==> src/rtl/time_keeper_pkg.sv <==
// time_keeper_pkg: shared field layout, reset constants, ack FSM states and
// month-length helper. Build option: TIME_KEEPER_LEAP_EN enables Feb 29 on
// years divisible by four.
package time_keeper_pkg;

    localparam int unsigned TIME_W        = 17;
    localparam int unsigned DATE_W        = 16;
    localparam int unsigned MODE_W        = 6;
    localparam int unsigned MODE_STOP_BIT = 0;

    localparam int unsigned HOUR_HI  = 16;
    localparam int unsigned HOUR_LO  = 12;
    localparam int unsigned MIN_HI   = 11;
    localparam int unsigned MIN_LO   = 6;
    localparam int unsigned SEC_HI   = 5;
    localparam int unsigned SEC_LO   = 0;
    localparam int unsigned YEAR_HI  = 15;
    localparam int unsigned YEAR_LO  = 9;
    localparam int unsigned MONTH_HI = 8;
    localparam int unsigned MONTH_LO = 5;
    localparam int unsigned DAY_HI   = 4;
    localparam int unsigned DAY_LO   = 0;

    localparam logic [DATE_W-1:0] RESET_DATE = 16'h0021;

    typedef struct packed {
        logic [HOUR_HI-HOUR_LO:0] hour;
        logic [MIN_HI-MIN_LO:0]   min;
        logic [SEC_HI-SEC_LO:0]   sec;
    } tk_time_t;

    typedef struct packed {
        logic [YEAR_HI-YEAR_LO:0]   year;
        logic [MONTH_HI-MONTH_LO:0] month;
        logic [DAY_HI-DAY_LO:0]     day;
    } tk_date_t;

    typedef enum logic [1:0] {
        ST_IDLE = 2'd0,
        ST_ACK  = 2'd1,
        ST_WAIT = 2'd2
    } ack_state_t;

    // Days in the given month; year only matters for February.
    function automatic logic [4:0] month_len(input logic [3:0] month,
                                             input logic [6:0] year);
        logic [4:0] len;
        logic       unused_year;
        unused_year = ^year;
        case (month)
            4'd4, 4'd6, 4'd9, 4'd11: len = 5'd30;
`ifdef TIME_KEEPER_LEAP_EN
            4'd2:                    len = (year[1:0] == 2'b00) ? 5'd29 : 5'd28;
`else
            4'd2:                    len = 5'd28;
`endif
            default:                 len = 5'd31;
        endcase
        return len;
    endfunction

endpackage

==> src/rtl/time_keeper_if.sv <==
// time_keeper_if: setting handshake between the key controller and the
// time keeper.
interface time_keeper_if;
    import time_keeper_pkg::*;

    logic              SETTING;
    logic              ALARM_SETTING;
    logic [TIME_W-1:0] SET_TIME;
    logic [DATE_W-1:0] SET_DATE;
    logic [TIME_W-1:0] SET_ALARM;
    logic              SETTING_OK;

    modport master (
        output SETTING, ALARM_SETTING, SET_TIME, SET_DATE, SET_ALARM,
        input  SETTING_OK
    );

    modport slave (
        input  SETTING, ALARM_SETTING, SET_TIME, SET_DATE, SET_ALARM,
        output SETTING_OK
    );

endinterface

==> src/rtl/tk_prescaler.sv <==
// tk_prescaler: divides CLK down to a one-second tick, with hold and clear.
module tk_prescaler #(
    parameter int unsigned CLK_HZ = 1000000
) (
    input  logic CLK,
    input  logic RESETN,
    input  logic hold,
    input  logic clear,
    output logic tick_c
);

    localparam int unsigned CNT_W = (CLK_HZ > 1) ? $clog2(CLK_HZ) : 1;
    localparam logic [CNT_W-1:0] CNT_MAX = CNT_W'(CLK_HZ - 1);

    logic [CNT_W-1:0] cnt;

    assign tick_c = !hold && (cnt == CNT_MAX);

    // Free-running divider; clear beats hold, hold freezes the count.
    always_ff @(posedge CLK or negedge RESETN) begin
        if (!RESETN) begin
            cnt <= '0;
        end else if (clear) begin
            cnt <= '0;
        end else if (!hold) begin
            if (cnt == CNT_MAX) cnt <= '0;
            else                cnt <= cnt + CNT_W'(1);
        end
    end

endmodule

==> src/rtl/time_keeper.sv <==
// time_keeper: real-time clock/calendar with setting handshake and alarm.
// Build option: TIME_KEEPER_LEAP_EN (see time_keeper_pkg::month_len).
module time_keeper
    import time_keeper_pkg::*;
#(
    parameter int unsigned CLK_HZ    = 1000000,
    parameter int unsigned ALARM_SEC = 30
) (
    input  logic              CLK,
    input  logic              RESETN,
    input  logic [MODE_W-1:0] MODE,
    input  logic              ALARM_ENABLE,
    time_keeper_if.slave      SET_BUS,
    output logic [TIME_W-1:0] CUR_TIME,
    output logic [DATE_W-1:0] CUR_DATE,
    output logic [TIME_W-1:0] CUR_ALARM,
    output logic              SEC_TICK,
    output logic              ALARM_HIT
);

    localparam int unsigned REM_W = (ALARM_SEC > 0) ? $clog2(ALARM_SEC + 1) : 1;

    ack_state_t       state;
    logic             setting_ok;
    tk_time_t         cur_t;
    tk_date_t         cur_d;
    tk_time_t         alarm_t;
    tk_time_t         nxt_t;
    tk_date_t         nxt_d;
    tk_time_t         ld_t;
    tk_date_t         ld_d;
    tk_time_t         ld_a;
    logic             sec_tick;
    logic             alarm_hit;
    logic [REM_W-1:0] alarm_rem;

    logic tick_c;
    logic req_c;
    logic load_time_c;
    logic load_alarm_c;
    logic tick_take_c;
    logic unused_mode;

    assign unused_mode  = ^MODE[MODE_W-1:MODE_STOP_BIT+1];
    assign req_c        = SET_BUS.SETTING | SET_BUS.ALARM_SETTING;
    assign load_time_c  = (state == ST_IDLE) && SET_BUS.SETTING;
    assign load_alarm_c = (state == ST_IDLE) && SET_BUS.ALARM_SETTING;
    assign tick_take_c  = tick_c && !(load_time_c || load_alarm_c);

    assign SET_BUS.SETTING_OK = setting_ok;
    assign CUR_TIME  = cur_t;
    assign CUR_DATE  = cur_d;
    assign CUR_ALARM = alarm_t;
    assign SEC_TICK  = sec_tick;
    assign ALARM_HIT = alarm_hit;

    tk_prescaler #(
        .CLK_HZ (CLK_HZ)
    ) u_prescaler (
        .CLK    (CLK),
        .RESETN (RESETN),
        .hold   (MODE[MODE_STOP_BIT]),
        .clear  (load_time_c),
        .tick_c (tick_c)
    );

    // Out-of-range time fields load as zero.
    function automatic tk_time_t clean_time(input logic [TIME_W-1:0] v);
        tk_time_t t;
        t = tk_time_t'(v);
        if (t.hour > 5'd23) t.hour = '0;
        if (t.min  > 6'd59) t.min  = '0;
        if (t.sec  > 6'd59) t.sec  = '0;
        return t;
    endfunction

    // Date fields are fixed up year first, then month, then day against them.
    function automatic tk_date_t clean_date(input logic [DATE_W-1:0] v);
        tk_date_t   d;
        logic [4:0] dmax;
        d = tk_date_t'(v);
        if (d.year > 7'd99) d.year = 7'd99;
        if ((d.month == 4'd0) || (d.month > 4'd12)) d.month = 4'd1;
        dmax = month_len(d.month, d.year);
        if (d.day == 5'd0)     d.day = 5'd1;
        else if (d.day > dmax) d.day = dmax;
        return d;
    endfunction

    assign ld_t = clean_time(SET_BUS.SET_TIME);
    assign ld_d = clean_date(SET_BUS.SET_DATE);
    assign ld_a = clean_time(SET_BUS.SET_ALARM);

    // One-second advance of the full time/date cascade.
    always_comb begin
        nxt_t = cur_t;
        nxt_d = cur_d;
        if (cur_t.sec != 6'd59) begin
            nxt_t.sec = cur_t.sec + 6'd1;
        end else begin
            nxt_t.sec = '0;
            if (cur_t.min != 6'd59) begin
                nxt_t.min = cur_t.min + 6'd1;
            end else begin
                nxt_t.min = '0;
                if (cur_t.hour != 5'd23) begin
                    nxt_t.hour = cur_t.hour + 5'd1;
                end else begin
                    nxt_t.hour = '0;
                    if (cur_d.day < month_len(cur_d.month, cur_d.year)) begin
                        nxt_d.day = cur_d.day + 5'd1;
                    end else begin
                        nxt_d.day = 5'd1;
                        if (cur_d.month != 4'd12) begin
                            nxt_d.month = cur_d.month + 4'd1;
                        end else begin
                            nxt_d.month = 4'd1;
                            nxt_d.year  = (cur_d.year >= 7'd99) ? 7'd0
                                                                : cur_d.year + 7'd1;
                        end
                    end
                end
            end
        end
    end

    // Acknowledge FSM: one load per request, one-cycle ack, wait for release.
    always_ff @(posedge CLK or negedge RESETN) begin
        if (!RESETN) begin
            state      <= ST_IDLE;
            setting_ok <= 1'b0;
        end else begin
            setting_ok <= 1'b0;
            case (state)
                ST_IDLE: begin
                    if (req_c) begin
                        state      <= ST_ACK;
                        setting_ok <= 1'b1;
                    end
                end
                ST_ACK:  state <= ST_WAIT;
                ST_WAIT: if (!req_c) state <= ST_IDLE;
                default: state <= ST_IDLE;
            endcase
        end
    end

    // Time, date and alarm registers: loads win over the tick.
    always_ff @(posedge CLK or negedge RESETN) begin
        if (!RESETN) begin
            cur_t   <= '0;
            cur_d   <= tk_date_t'(RESET_DATE);
            alarm_t <= '0;
        end else begin
            if (load_time_c) begin
                cur_t <= ld_t;
                cur_d <= ld_d;
            end
            if (load_alarm_c) begin
                alarm_t <= ld_a;
            end
            if (tick_take_c) begin
                cur_t <= nxt_t;
                cur_d <= nxt_d;
            end
        end
    end

    // Second pulse and alarm hold-off counted in ticks.
    always_ff @(posedge CLK or negedge RESETN) begin
        if (!RESETN) begin
            sec_tick  <= 1'b0;
            alarm_hit <= 1'b0;
            alarm_rem <= '0;
        end else begin
            sec_tick <= tick_take_c;
            if (!ALARM_ENABLE) begin
                alarm_hit <= 1'b0;
                alarm_rem <= '0;
            end else if (tick_take_c) begin
                if (nxt_t == alarm_t) begin
                    alarm_hit <= 1'b1;
                    alarm_rem <= REM_W'(ALARM_SEC);
                end else if (alarm_hit) begin
                    if (alarm_rem <= REM_W'(1)) begin
                        alarm_hit <= 1'b0;
                        alarm_rem <= '0;
                    end else begin
                        alarm_rem <= alarm_rem - REM_W'(1);
                    end
                end
            end
        end
    end

endmodule

==> src/flat_wrapper.sv <==
// flat-port wrapper written by rule: the top's interface ports become plain ports
module time_keeper_flat import time_keeper_pkg::*;
#(
    parameter int unsigned CLK_HZ    = 1000000,
    parameter int unsigned ALARM_SEC = 30
)
  (CLK, RESETN, MODE, ALARM_ENABLE, CUR_TIME, CUR_DATE, CUR_ALARM, SEC_TICK, ALARM_HIT, SET_BUS_SETTING, SET_BUS_ALARM_SETTING, SET_BUS_SET_TIME, SET_BUS_SET_DATE, SET_BUS_SET_ALARM, SET_BUS_SETTING_OK);
  time_keeper_if SET_BUS_i ();
  input  logic CLK;
  input  logic RESETN;
  input  logic [MODE_W-1:0] MODE;
  input  logic ALARM_ENABLE;
  output logic [TIME_W-1:0] CUR_TIME;
  output logic [DATE_W-1:0] CUR_DATE;
  output logic [TIME_W-1:0] CUR_ALARM;
  output logic SEC_TICK;
  output logic ALARM_HIT;
  input wire logic [$bits(SET_BUS_i.SETTING)-1:0] SET_BUS_SETTING;
  input wire logic [$bits(SET_BUS_i.ALARM_SETTING)-1:0] SET_BUS_ALARM_SETTING;
  input wire logic [$bits(SET_BUS_i.SET_TIME)-1:0] SET_BUS_SET_TIME;
  input wire logic [$bits(SET_BUS_i.SET_DATE)-1:0] SET_BUS_SET_DATE;
  input wire logic [$bits(SET_BUS_i.SET_ALARM)-1:0] SET_BUS_SET_ALARM;
  output wire logic [$bits(SET_BUS_i.SETTING_OK)-1:0] SET_BUS_SETTING_OK;
  assign SET_BUS_i.SETTING = SET_BUS_SETTING;
  assign SET_BUS_i.ALARM_SETTING = SET_BUS_ALARM_SETTING;
  assign SET_BUS_i.SET_TIME = SET_BUS_SET_TIME;
  assign SET_BUS_i.SET_DATE = SET_BUS_SET_DATE;
  assign SET_BUS_i.SET_ALARM = SET_BUS_SET_ALARM;
  assign SET_BUS_SETTING_OK = SET_BUS_i.SETTING_OK;
  time_keeper #(.CLK_HZ(CLK_HZ), .ALARM_SEC(ALARM_SEC)) u_core (.CLK(CLK), .RESETN(RESETN), .MODE(MODE), .ALARM_ENABLE(ALARM_ENABLE), .SET_BUS(SET_BUS_i), .CUR_TIME(CUR_TIME), .CUR_DATE(CUR_DATE), .CUR_ALARM(CUR_ALARM), .SEC_TICK(SEC_TICK), .ALARM_HIT(ALARM_HIT));
endmodule
==> config.mk <==
export PLATFORM = sky130hd
export DESIGN_NAME = time_keeper_flat
export DESIGN_NICKNAME = d
export VERILOG_FILES = /design/src/rtl/time_keeper_pkg.sv /design/src/rtl/time_keeper_if.sv /design/src/rtl/tk_prescaler.sv /design/src/rtl/time_keeper.sv /design/src/flat_wrapper.sv
export SDC_FILE = /design/constraint.sdc
export NUM_CORES = 1
export LEC_CHECK = 0
export BUFFER_PORTS_ARGS = -buffer_cell sky130_fd_sc_hd__buf_2
export CORE_MARGIN = 2
export CORE_UTILIZATION = 30
export DETAILED_ROUTE_END_ITERATION = 8
export GPL_TIMING_DRIVEN = 0
export SETUP_SLACK_MARGIN = 0.4
export SYNTH_ARGS = -nofsm -noshare
export SYNTH_HDL_FRONTEND = slang
export SYNTH_SLANG_ARGS = --single-unit
==> constraint.sdc <==
create_clock -name CLK -period 5.8 [get_ports CLK]
set_input_delay 0 -clock CLK [delete_from_list [all_inputs] [get_ports CLK]]
set_output_delay 0 -clock CLK [all_outputs]
set_load 0.05 [all_outputs]
Yosys cells after proc, flatten, opt, wreduce, memory -nomap -nowiden
Index checks and enable logic that the tools add are counted.
Widths: inputs -> output; s select.
Operators by class
  $mul: 0
  mux-type cells: 50
  order comparisons: 12
  add/subtract/negate cells: 8
  equal/unequal tests: 28
  shift operators: 0
  reduce and logical (&&, ||, !) cells: 19
  divide/modulo/power cells: 0
  bitwise operators: 1
Operators with widths (count)
  $mux 16: 5
  $mux 5: 15
  $mux 20: 3
  $mux 6: 6
  $mux 17: 2
  $gt 6x6->1 const B: 4
  $mux 11: 2
  $mux 7: 3
  $add 20x1->20 const B: 1
  $eq 20x20->1 const B: 1
  $eq 17x17->1: 1
  $eq 4x3->1 const B: 4
  $eq 4x4->1 const B: 4
  $add 6x1->6 const B: 2
  $ne 2x2->1 const B: 6
  $ne 6x6->1 const B: 2
  $add 5x1->5 const B: 2
  $gt 5x5->1 const B: 2
  $eq 4x2->1 const B: 2
  $mux 4: 2
  $pmux 2 s2: 2
  $reduce_or 4->1: 2
  $add 7x1->7 const B: 1
  $ge 7x7->1 const B: 1
  28 further kinds: 43
Storage, ports and cells
  memories kept: 0
  output and inout bits: 53
  word-level logic and storage cells: 133
  memory bits (writable): 0
  bits in latches: 0
  flip-flop bits (word level): 80
  ROM bits: 0

Depth between registers and ports, before layout
Gate-level depths: netlist of run 1.
  depth after elaboration: 12
  depth in mapped cells: 10
  mapped depth without buffers: 10

Modules after synthesis
A second synthesis of run 1 with hierarchy kept.
Second synthesis, totals
  cells, all modules: 594
  area, all modules: 5252.5 sq um
Modules (own cells, without submodules)
  time_keeper: cells each 464, times used 1, area each 4078.9 sq um
  tk_prescaler: cells each 130, times used 1, area each 1173.6 sq um

Least setup slack after synthesis of run 1
Ideal clock, no wire load.
  kind: register -> register
  start point: reg u_core.u_prescaler.cnt[12]
  end point: reg u_core.cur_d, in the netlist u_core.CUR_DATE[9]
  slack: 2.738 ns
  buffers on the path: 2
  arrival: 2.943 ns
  data required time: 5.681 ns
  stages on the path, launching flop included: 10
  period minus slack after synthesis: 3.062 ns
  cells stage by stage: dfrtp_1 or4_1 or4_4 or4_4 buf_6 o31ai_4 and3_1 buf_6 o211ai_1 o21a_1
Between the ends
  cells in the longest elaborated chain, start to end: 5
RTL lines
  start: declaration: line tk_prescaler.sv:15  | logic [CNT_W-1:0] cnt;
  start signal: assignment: line tk_prescaler.sv:27  | else cnt <= cnt + CNT_W'(1);
  $eq 20x20->1 *: line tk_prescaler.sv:17  | assign tick_c = !hold && (cnt == CNT_MAX);
  $logic_and 1x1->1 *: line tk_prescaler.sv:17
  $logic_and 1x1->1 *: line time_keeper.sv:48  | assign tick_take_c = tick_c && !(load_time_c || load_alarm_c);
  $ne 2x2->1 (no line) or $reduce_bool 2->1 (tied branches)
  $reduce_and 6->1 (no line)
  end signal: assignment: line time_keeper.sv:152  | cur_d <= tk_date_t'(RESET_DATE);
  end signal: assignment: line time_keeper.sv:157  | cur_d <= ld_d;
  end signal: assignment: line time_keeper.sv:164  | cur_d <= nxt_d;
  end: declaration: line time_keeper.sv:26  | tk_date_t cur_d;
Every way passes the cells marked *; elsewhere a longest branch is shown, timed or not.
A chain may end at the register's enable or synchronous reset.

Worst setup path after layout of run 1
  start point: reg u_core.u_prescaler.cnt[12]
  end point: reg u_core.cur_t, in the netlist u_core.CUR_TIME[15]
Between the ends
  cells in the longest elaborated chain, start to end: 4
RTL lines
  $eq 20x20->1 *: line tk_prescaler.sv:17
  $logic_and 1x1->1 *: line tk_prescaler.sv:17
  $logic_and 1x1->1 *: line time_keeper.sv:48
  $mux 17 or $reduce_bool 2->1 (tied branches)
  end signal: assignment: line time_keeper.sv:156  | cur_t <= ld_t;
  end signal: assignment: line time_keeper.sv:163  | cur_t <= nxt_t;
  end: declaration: line time_keeper.sv:25  | tk_time_t cur_t;
Marks and branches as above.

==> impl_results.md, run 1 <==
* Vias in the first global route at 4,942
* Synth top area share at 37.2%
* CTS resizes at 0
* Placed cells at 959
* Die height at 136 um
* Initial drt markers at 424
* Cell Pwr Density at 499 nW/um^2
* Period utilisation layout at 72.4%
* Setup TNS at 0 ns
* Root Buffer: clkbuf_16
* Number of synthesized register bits at 80
* Multi-input logic area at 3040 um^2
* Yosys cell types at 68
* Outcome: finished clean
* # port buffers at 108
* Antenna violations before repair at 0
* Maximum number of pins on one net before global-route repair at 69
* Cell internal pwr at 1.74 mW
* Post-synth EDFFs at 0
* Cell taking the most area after synthesis: dfrtp_1
* Final non-filler cell total at 1,020
* YS warnings at 0
* Fillers at 1,757
* CP Class: flop to flop
* Sequential share of power at 29.9%
* Least-Margin Pin Slew at 1.16 ns
* Post-synth top flop: dfrtp_1
* IO Pins at 114
* Synthesized net count at 701
* Global route overflow at 0
* Hold slack at 0.0121 ns
* CTS tree: done
* Final WS setup at 1.60 ns
* CP Launch Type: flop
* Post-synthesis sequential area ratio at 38.3%
* Worst-path clk slew at 0.06 ns
* CTS buffer count at 9
* Initial DRT Pass Iterations at 5
* Cells after Synth at 625
* Worst skew pair latency at 0.35 ns
* Comb power frac at 50.8%
* Max-Cap Viols at 0
* Wire per inst at 15.8 um
* Final Core Density at 40.1%
* DIE WIDTH at 136 um
* RSZ-0062 raised after global routing: false
* CTS H-tree lvls at 3
* Net count, final at 867
* Sw Pwr at 1.70 mW
* Asr flop ratio synth at 100%
* DR vias/cell at 5.42
* Min-delay worst type: input port to flop
* Sink Count at 80
* CP max FO at 10
* Post-CTS Setup Bufs at 0
* R2r setup slk at 1.60 ns
* Post-synthesis cell area at 5240 um^2
* DRC viols at 0
* Area added between synthesis and finish at 31.6%
* Clock power share at 19.2%
* Peak supply drop at 0.242 mV
* Layout cell share with drive strength beyond 1 at 17.7%
* WL final at 16.2 mm
* Largest cells by area after synthesis: dfrtp_1 37%, o21ai_0 6.4%, nand2_1 5.2%
* Min cycle time layout at 4.20 ns
* Syn Area/Cell at 8.38 um^2
* Die ar. at 18,500 um^2
* Core area at 17,200 um^2
* Vias at 5,524
* Sw frac at 49.6%
* Worst EP required at 6.02 ns
* Worst Path Arrival at 4.42 ns
* Fmax at 0.238 GHz
* CTS Buffer Depth at 2
* Dpl ws at 1.95 ns
* Final setup violating endpoints at 0
* Final Max Slew Viols at 0
* Gr usage total at 17.7%
* Final hold viol count at 0
* Site row count at 48
* Leak at 2.95 nW
* First-pass GRT wire length at 25.8 mm
* Final GP Congestion at 0.873
* Initial Utilization at 30.5%
* Worst clock skew at 0.00770 ns
* Post-DRT Antenna Nets at 0
* Register area at 2000 um^2
* ANT cells at 0
* Setup crit end kind: flop
* Slew headroom at 21.7%
* Post-DP HPWL at 11.8 mm
==> logic make-up after synthesis <==
family / synth area share, %
simple gates: 25.5
compound gates: 25.4
flops: 38.3
buf+inv: 3.77
fa+ha+maj: 3.58
xor+xnor: 1.67
mux: 1.79
==> power by group through the flow <==
stage | Sequential [mW] | Combinational (mW) | Clock [mW]
final | 1.03 | 1.75 | 0.662
after global routing | 1.07 | 1.89 | 0.698
after CTS | 1.03 | 1.75 | 0.676
after detailed placement | 1.04 | 1.71 | 0
after global placement | 1.03 | 1.70 | 0
after floorplan | 1.54 | 0.728 | 0
==> critical path, stage by stage, from the launching register on <==
cell and delay, ns:
dfrtp_1 0.45, or4_1 0.53, or4_4 0.57, nor4_2 0.92, clkbuf_1 0.49, nor2_1 0.20, o21ai_0 0.20, o311ai_0 0.13
dlygate4sd3_1 0.58
==> per-stage QoR <==
step | instance area, um^2 | power [mW]
after CTS | 6900 | 3.45
after global routing | 6900 | 3.66
after global placement | 6060 | 2.73
after floorplan | 5240 | 2.27
after detailed placement | 6090 | 2.75
final | 6900 | 3.44
==> state kept, by name (all words and copies together), names as in the netlist <==
signal and count:
u_core.ALARM_HIT 1, u_core.CUR_ALARM 17, u_core.CUR_DATE 16, u_core.CUR_TIME 17
u_core.SEC_TICK 1, u_core.SET_BUS.SETTING_OK 1, u_core.alarm_rem 5, u_core.state 2
u_core.u_prescaler.cnt 20
==> layer usage <==
layer  vias to the layer above  wire length (um)  track usage [%]
met3                        30               748             2.46
met2                       149              7400             28.6
li1                       2689                 -                -
met4                         0               391             6.66
met1                      2656              7610             24.0
met5                         -                 0                0
==> final timing paths <==
check / startpoint / to / cells past startpoint
worst min-delay path: SET_BUS_SET_DATE[3] / u_core.CUR_DATE[3] / 3
worst max register to register: u_core.u_prescaler.cnt[12] / u_core.CUR_TIME[15] / 8
worst max-delay path: u_core.u_prescaler.cnt[12] / u_core.CUR_TIME[15] / 8
min in group asynchronous: RESETN / u_core.SEC_TICK / 2
worst min register to register: u_core.u_prescaler.cnt[18] / u_core.u_prescaler.cnt[18] / 1
max in group asynchronous: RESETN / u_core.CUR_DATE[0] / 3
==> final cells by class <==
type | instances | share of cell area [%]
multi-input cells | 497 | 44.1
flip-flops and latches | 80 | 29.1
repair buffers | 155 | 15.0
well taps | 225 | 4.08
clock buffers | 10 | 3.47
plain buffers | 26 | 1.67
clock inverters | 5 | 1.51
inverters | 22 | 1.20
==> cell usage after synthesis (all sizes together), types with 4 or more instances <==
cell type  number
and2            7
o21ai          71
nand2b         15
inv            22
nor4            8
ha             15
dfrtp          78
o2bb2ai         5
nor3b           8
nor2           49
nand2          74
a22oi           5
a31oi           9
o211ai         14
nor3           19
mux2i           6
nand3          35
nor2b          12
nand4           5
a221o           4
o2111ai         6
clkbuf         21
a41oi           4
o22ai           6
xnor2           7
and3           13
o31ai           5
or4             8
a22o           14
a21oi          26
buf             5
==> timing repair <==
action | 4_1_cts | 5_1_grt
hold endpoints to repair | 125 | 0
hold buffers | 46 | 0
endpoints found under the setup margin | 0 | 0
==> placed cells by master, fill, tap and decap left out, types with 3 or more instances in the layout <==
master / Yosys / routed
o21ai_0: 67 / 67
a22oi_1: 5 / 5
or4_1: 6 / 6
xor2_1: 3 / 3
a21o_1: 3 / 3
o22ai_1: 6 / 6
xnor2_1: 7 / 7
dfrtp_1: 78 / 78
or3_1: 3 / 3
nand2_1: 73 / 73
nor4_1: 7 / 7
nand4_1: 5 / 5
and3_1: 13 / 13
o21ai_1: 3 / 3
ha_1: 15 / 15
nand2b_1: 15 / 15
o2bb2ai_1: 5 / 5
inv_1: 22 / 22
o2111ai_1: 6 / 6
mux2i_1: 6 / 6
bufinv_16: 0 / 3
dlygate4sd3_1: 0 / 46
clkbuf_1: 21 / 21
nand3_1: 34 / 34
clkbuf_16: 0 / 9
nor3_1: 19 / 19
a221o_1: 4 / 4
a31oi_1: 9 / 9
nor3b_1: 8 / 8
o211ai_1: 14 / 14
a22o_1: 14 / 14
buf_2: 2 / 109
o311ai_0: 3 / 3
a41oi_1: 4 / 4
and2_1: 7 / 7
nand4b_1: 3 / 3
o31ai_1: 4 / 4
a21oi_1: 26 / 26
nor2b_1: 12 / 12
nor2_1: 49 / 49
No activity file was read; power rests on OpenSTA's default activity.
==> inputs of run 2 (changes only) <==
==> constraint.sdc (replaced) <==
create_clock -name CLK -period 4.2 [get_ports CLK]
set_input_delay 0 -clock CLK [delete_from_list [all_inputs] [get_ports CLK]]
set_output_delay 0 -clock CLK [all_outputs]
set_load 0.05 [all_outputs]
==> impl_results.md, run 2 (synthesized netlist as in run 1, its figures left out) <==
* Clock power share at 19.2% (about the same)
* Gr usage total at 17.7% (about the same)
* Dpl ws at 0.346 ns (-1.60 ns)
* Worst-path clk slew at 0.06 ns (about the same)
* Max reg flops at 20 (unchanged)
* CTS H-tree lvls at 3 (unchanged)
* Net count, final at 867 (unchanged)
* Largest reg by FF count: u_core.u_prescaler.cnt
* Post-DRT Antenna Nets at 0 (unchanged)
* CP max FO at 10 (unchanged)
* Vias in the first global route at 4,935 (-0.14%)
* Initial DRT Pass Iterations at 5 (unchanged)
* Most common cell on crit path: clkbuf_1
* Max-Cap Viols at 0 (unchanged)
* Post-CTS Setup Bufs at 0 (unchanged)
* # port buffers at 108 (unchanged)
* DRC viols at 0 (unchanged)
* Placed cells at 959 (unchanged)
* Area added between synthesis and finish at 32.0%
* Worst skew pair latency at 0.35 ns (about the same)
* Cell Pwr Density at 688 nW/um^2 (+38%)
* Most common cell after layout, fill and taps aside: buf_2
* Final non-filler cell total at 1,020 (unchanged)
* DIE WIDTH at 136 um (unchanged)
* Slowest stage delay, CP at 0.64 ns (-0.28 ns)
* Global route overflow at 0 (unchanged)
* Wire per inst at 15.9 um (+0.69%)
* Least-Margin Pin Slew at 0.832 ns (-0.332 ns)
* Fmax at 0.283 GHz (+19%)
* Antenna violations before repair at 0 (unchanged)
* Slew headroom at 44.0% (+22 points)
* Core area at 17,200 um^2 (unchanged)
* Sw Pwr at 2.37 mW (+39%)
* Final hold viol count at 0 (unchanged)
* Period utilisation layout at 84.1% (+12 points)
* Initial Utilization at 30.5% (unchanged)
* Outcome: finished clean
* CTS Buffer Depth at 2 (unchanged)
* Final setup violating endpoints at 0 (unchanged)
* Min cycle time layout at 3.53 ns (-0.668 ns)
* Final GP Congestion at 0.873 (unchanged)
* Most frequent cells in the layout: 109 x buf_2, 78 x dfrtp_1, 73 x nand2_1
* Final WS setup at 0.668 ns (-0.932 ns)
* Sw frac at 49.7% (+0.19 points)
* Peak supply drop at 0.334 mV (+38%)
* Maximum number of pins on one net before global-route repair at 69 (unchanged)
* Die height at 136 um (unchanged)
* Worst path cell trace: or4_1 > or4_4 > nor4_4 > clkbuf_1 > clkbuf_1 > nand3_1 > a21boi_0
* WL final at 16.3 mm (+0.69%)
* Final Max Slew Viols at 0 (unchanged)
* Worst clock skew at 0.00768 ns (-0.0000193 ns)
* Site row count at 48 (unchanged)
* Layout cell share with drive strength beyond 1 at 18.0% (+0.25 points)
* Root Buffer: clkbuf_16
* Post-DP HPWL at 11.8 mm (unchanged)
* CP Class: flop to flop
* Die ar. at 18,500 um^2 (unchanged)
* ANT cells at 0 (unchanged)
* Min-delay worst type: input port to flop
* DR vias/cell at 5.42 (+0.11%)
* CTS buffer count at 9 (unchanged)
* Setup crit end kind: flop
* Sequential share of power at 29.9% (about the same)
* Initial drt markers at 374 (-12%)
* IO Pins at 114 (unchanged)
* Leak at 2.95 nW (about the same)
* Tot Pwr at 4.76 mW (+38%)
* Setup TNS at 0 ns (unchanged)
* RSZ-0062 raised after global routing: false
* Cell internal pwr at 2.39 mW (+38%)
* Hold slack at 0.0121 ns (-0.00000420 ns)
* Worst EP required at 4.46 ns (-1.56 ns)
* Worst Path Arrival at 3.79 ns (-0.63 ns)
* First-pass GRT wire length at 25.7 mm (-0.10%)
* Vias at 5,530 (+0.11%)
* Hold depth at 3 (unchanged)
* Slowest stage cell, crit path: nor4_4
* CTS tree: done
* CP Launch Type: flop
* Comb power frac at 50.9% (about the same)
* Reg2Reg Depth at 7 (-1)
* Sink Count at 80 (unchanged)
## run 2: changes by cell type in the layout (fill, tap and decap cells not counted)
cell,previous run,this run
nor4_1,7,5
nor4_4,0,1
nor4_2,1,2
## run 2: path summary, 6_finish.rpt
| path | slack [ns] | from | to |
|---|---|---|---|
| max in group asynchronous | 3.50 | RESETN | u_core.CUR_DATE[0] |
| max reg2reg | 0.67 | u_core.u_prescaler.cnt[7] | u_core.ALARM_HIT |
| min in group asynchronous | 0.05 | RESETN | u_core.SEC_TICK |
| min | 0.01 | SET_BUS_SET_DATE[3] | u_core.CUR_DATE[3] |
| min reg2reg | 0.49 | u_core.u_prescaler.cnt[18] | u_core.u_prescaler.cnt[18] |
| max | 0.67 | u_core.u_prescaler.cnt[7] | u_core.ALARM_HIT |
## run 2: worst max-delay path, delay by kind of cell, from the launching register on
kind / cells / cell delay [ns]
compound gates: 1 / 0.20
simple gates: 4 / 1.87
flops: 1 / 0.43
buf+inv: 2 / 0.95
## run 2: power groups by stage
stage	Sequential (mW)	Clock (mW)	Combinational (mW)
finish	1.42	0.913	2.42
global route	1.48	0.964	2.62
CTS	1.42	0.934	2.41
detailed placement	1.43	0	2.37
global placement	1.43	0	2.35
floorplan	2.12	0	1.01
## run 2: final cells by class
cell class	instances	area (um^2)
plain buffers	26	115
fillers	1758	10300
clock buffers	10	239
flip-flops and latches	80	2000
multi-input cells	497	3060
repair buffers	155	1030
clock inverters	5	104
inverters	22	82.6
well taps	225	282
## run 2: through the flow
stage | util (%) | instance area (um^2)
floorplan | - | 5240
global placement | 35.3 | 6060
detailed placement | 35.5 | 6090
CTS | 40.2 | 6900
global route | 40.3 | 6920
finish | 40.3 | 6920
## run 2: layer usage
metal	up-vias	share of wire [%]	GRT usage, %
met5	-	0	0
met1	2648	47	24.0
li1	2685	-	-
met3	30	4.8	2.50
met2	167	46	28.6
met4	0	2.3	6.89
## run 2: repair_timing
item                                   CTS  global route
endpoints found under the hold margin  125             0
setup endpoints to repair                1             5
hold buffers                            46             0
resized for setup                        1             2
==> inputs of run 3 (changes only) <==
==> constraint.sdc (replaced) <==
create_clock -name CLK -period 3.7 [get_ports CLK]
set_input_delay 0 -clock CLK [delete_from_list [all_inputs] [get_ports CLK]]
set_output_delay 0 -clock CLK [all_outputs]
set_load 0.05 [all_outputs]
==> impl_results.md, run 3 (synthesized netlist as in run 1, its figures left out) <==
* Layout cell share with drive strength beyond 1 at 19.1% (+1.1 points)
* Gr usage total at 17.8% (+0.047 points)
* Initial Utilization at 30.5% (unchanged)
* Post-DRT Antenna Nets at 0 (unchanged)
* Core area at 17,200 um^2 (unchanged)
* Die ar. at 18,500 um^2 (unchanged)
* CTS tree: done
* Cell Pwr Density at 779 nW/um^2 (+13%)
* ANT cells at 0 (unchanged)
* Die height at 136 um (unchanged)
* Register area at 2010 um^2 (+0.12%)
* Post-route cell area at 7000 um^2 (+1.2%)
* Final Max Slew Viols at 0 (unchanged)
* CTS buffer count at 9 (unchanged)
* Global route overflow at 0 (unchanged)
* Delay-heaviest family, CP: simple AND/OR/NAND/NOR gates
* CTS Buffer Depth at 2 (unchanged)
* Site row count at 48 (unchanged)
* Most frequent cells in the layout: 109 x buf_2, 76 x dfrtp_1, 73 x nand2_1
* Max-Cap Viols at 0 (unchanged)
* Multi-input logic area at 3090 um^2 (+1.0%)
* Antenna violations before repair at 0 (unchanged)
* CP max FO at 7 (-3)
* Final setup violating endpoints at 0 (unchanged)
* Max reg flops at 20 (unchanged)
* Area added between synthesis and finish at 33.6%
* Wire per inst at 15.9 um (-0.26%)
* Initial drt markers at 380 (+1.6%)
* Worst path cell trace: or4b_1 > or4_4 > or4_4 > buf_8 > o31ai_4 > and3_1 > buf_6 > o21ai_1 > o2bb2ai_1
* CP bufs+invs at 2 (unchanged)
* Root Buffer: clkbuf_16
* Outcome: finished clean
* Slowest stage delay, CP at 0.58 ns (-0.06 ns)
* WL final at 16.3 mm (+0.33%)
* Worst-path clk slew at 0.06 ns (about the same)
* Post-DP HPWL at 11.8 mm (unchanged)
* Net count, final at 873 (+0.69%)
* Leak at 2.98 nW (+1.2%)
* Hold slack at 0.0120 ns (-0.0000894 ns)
* Hold Crit Start: SET_BUS_SET_DATE[3]
* Maximum number of pins on one net before global-route repair at 69 (unchanged)
* Min-delay worst type: input port to flop
* CP Launch Point: u_core.u_prescaler.cnt[10]
* Worst R2R Start: u_core.u_prescaler.cnt[10]
* Largest reg by FF count: u_core.u_prescaler.cnt
* Sink Count at 80 (unchanged)
* Vias in the first global route at 4,951 (+0.32%)
* Least-Margin Pin Slew at 0.852 ns (+0.0202 ns)
* Fmax at 0.319 GHz (+13%)
* Vias at 5,536 (+0.11%)
* Worst skew pair latency at 0.35 ns (about the same)
* Setup crit end kind: flop
* Fillers at 1,757 (-0.057%)
* IO Pins at 114 (unchanged)
* DR vias/cell at 5.40 (-0.48%)
* Initial DRT Pass Iterations at 5 (unchanged)
* Final hold viol count at 0 (unchanged)
* DP Area at 6090 um^2 (unchanged)
* Most common cell after layout, fill and taps aside: buf_2
* RSZ-0062 raised after global routing: true
* Final GP Congestion at 0.873 (unchanged)
* Worst EP required at 3.93 ns (-0.53 ns)
* Most common cell on crit path: or4_4
* DIE WIDTH at 136 um (unchanged)
* Slew headroom at 42.7% (-1.4 points)
* CP Launch Type: flop
* Min cycle time layout at 3.14 ns (-0.396 ns)
* # port buffers at 108 (unchanged)
* First-pass GRT wire length at 25.8 mm (+0.30%)
* Worst clock skew at 0.00884 ns (+0.00116 ns)
* Slowest stage cell, crit path: or4_4
* DRC viols at 0 (unchanged)
* Period utilisation layout at 84.7% (+0.66 points)
* CTS H-tree lvls at 3 (unchanged)
* Worst Path Arrival at 3.37 ns (-0.42 ns)
* Peak supply drop at 0.377 mV (+13%)
* CP Class: flop to flop
-- run 3: cell count changes in the layout (fill, tap and decap cells not counted), sizes merged --
cell and change:
buf +6
-- run 3: routing by layer --
metal	GRT usage [%]	part of all wire [%]
met1	24.0	47
met2	28.6	46
met3	2.65	4.7
met4	6.77	2.3
met5	0	0
-- run 3: area by class of cell --
class | instances | share of cell area [%]
plain buffers | 26 | 1.70
repair buffers | 161 | 15.4
clock inverters | 5 | 1.48
inverters | 22 | 1.18
clock buffers | 10 | 3.41
multi-input cells | 497 | 44.2
flip-flops and latches | 80 | 28.7
well taps | 225 | 4.02
-- run 3: repair_timing --
action	in CTS	in global routing
pin swaps	1	7
hold endpoints to repair	125	0
setup buffers	1	5
hold buffers	46	0
endpoints found under the setup margin	25	20
gates resized for setup	4	7
-- run 3: final timing paths --
check / end / slack (ns) / cells after the start
max in group asynchronous: u_core.CUR_DATE[0] / 3.00 / 3
min: u_core.CUR_DATE[3] / 0.01 / 3
min in group asynchronous: u_core.SEC_TICK / 0.05 / 2
max: u_core.CUR_DATE[12] / 0.56 / 9
max reg2reg: u_core.CUR_DATE[12] / 0.56 / 9
min reg2reg: u_core.u_prescaler.cnt[18] / 0.49 / 1
-- run 3: worst min-delay path: stages --
cell and delay [ns]:
buf_2 0.10, a21oi_1 0.06, o21ai_0 0.16
-- run 3: where the power goes --
part	switching, mW	internal (mW)	leakage [nW]
registers	0.440	1.18	1.03
logic	1.91	0.882	1.79
clock network	0.361	0.675	0.169
-- run 3: through the flow --
stage	utilization (%)	total power, mW	setup slack [ns]	cells	setup TNS [ns]
after floorplan	-	3.55	0.638	625	0
after global placement	35.3	4.28	-0.111	958	-0.190
after detailed placement	35.5	4.31	-0.154	959	-0.458
after CTS	40.3	5.42	0.411	1021	0
after global routing	40.7	5.79	0.393	1026	0
final	40.7	5.45	0.565	1026	0
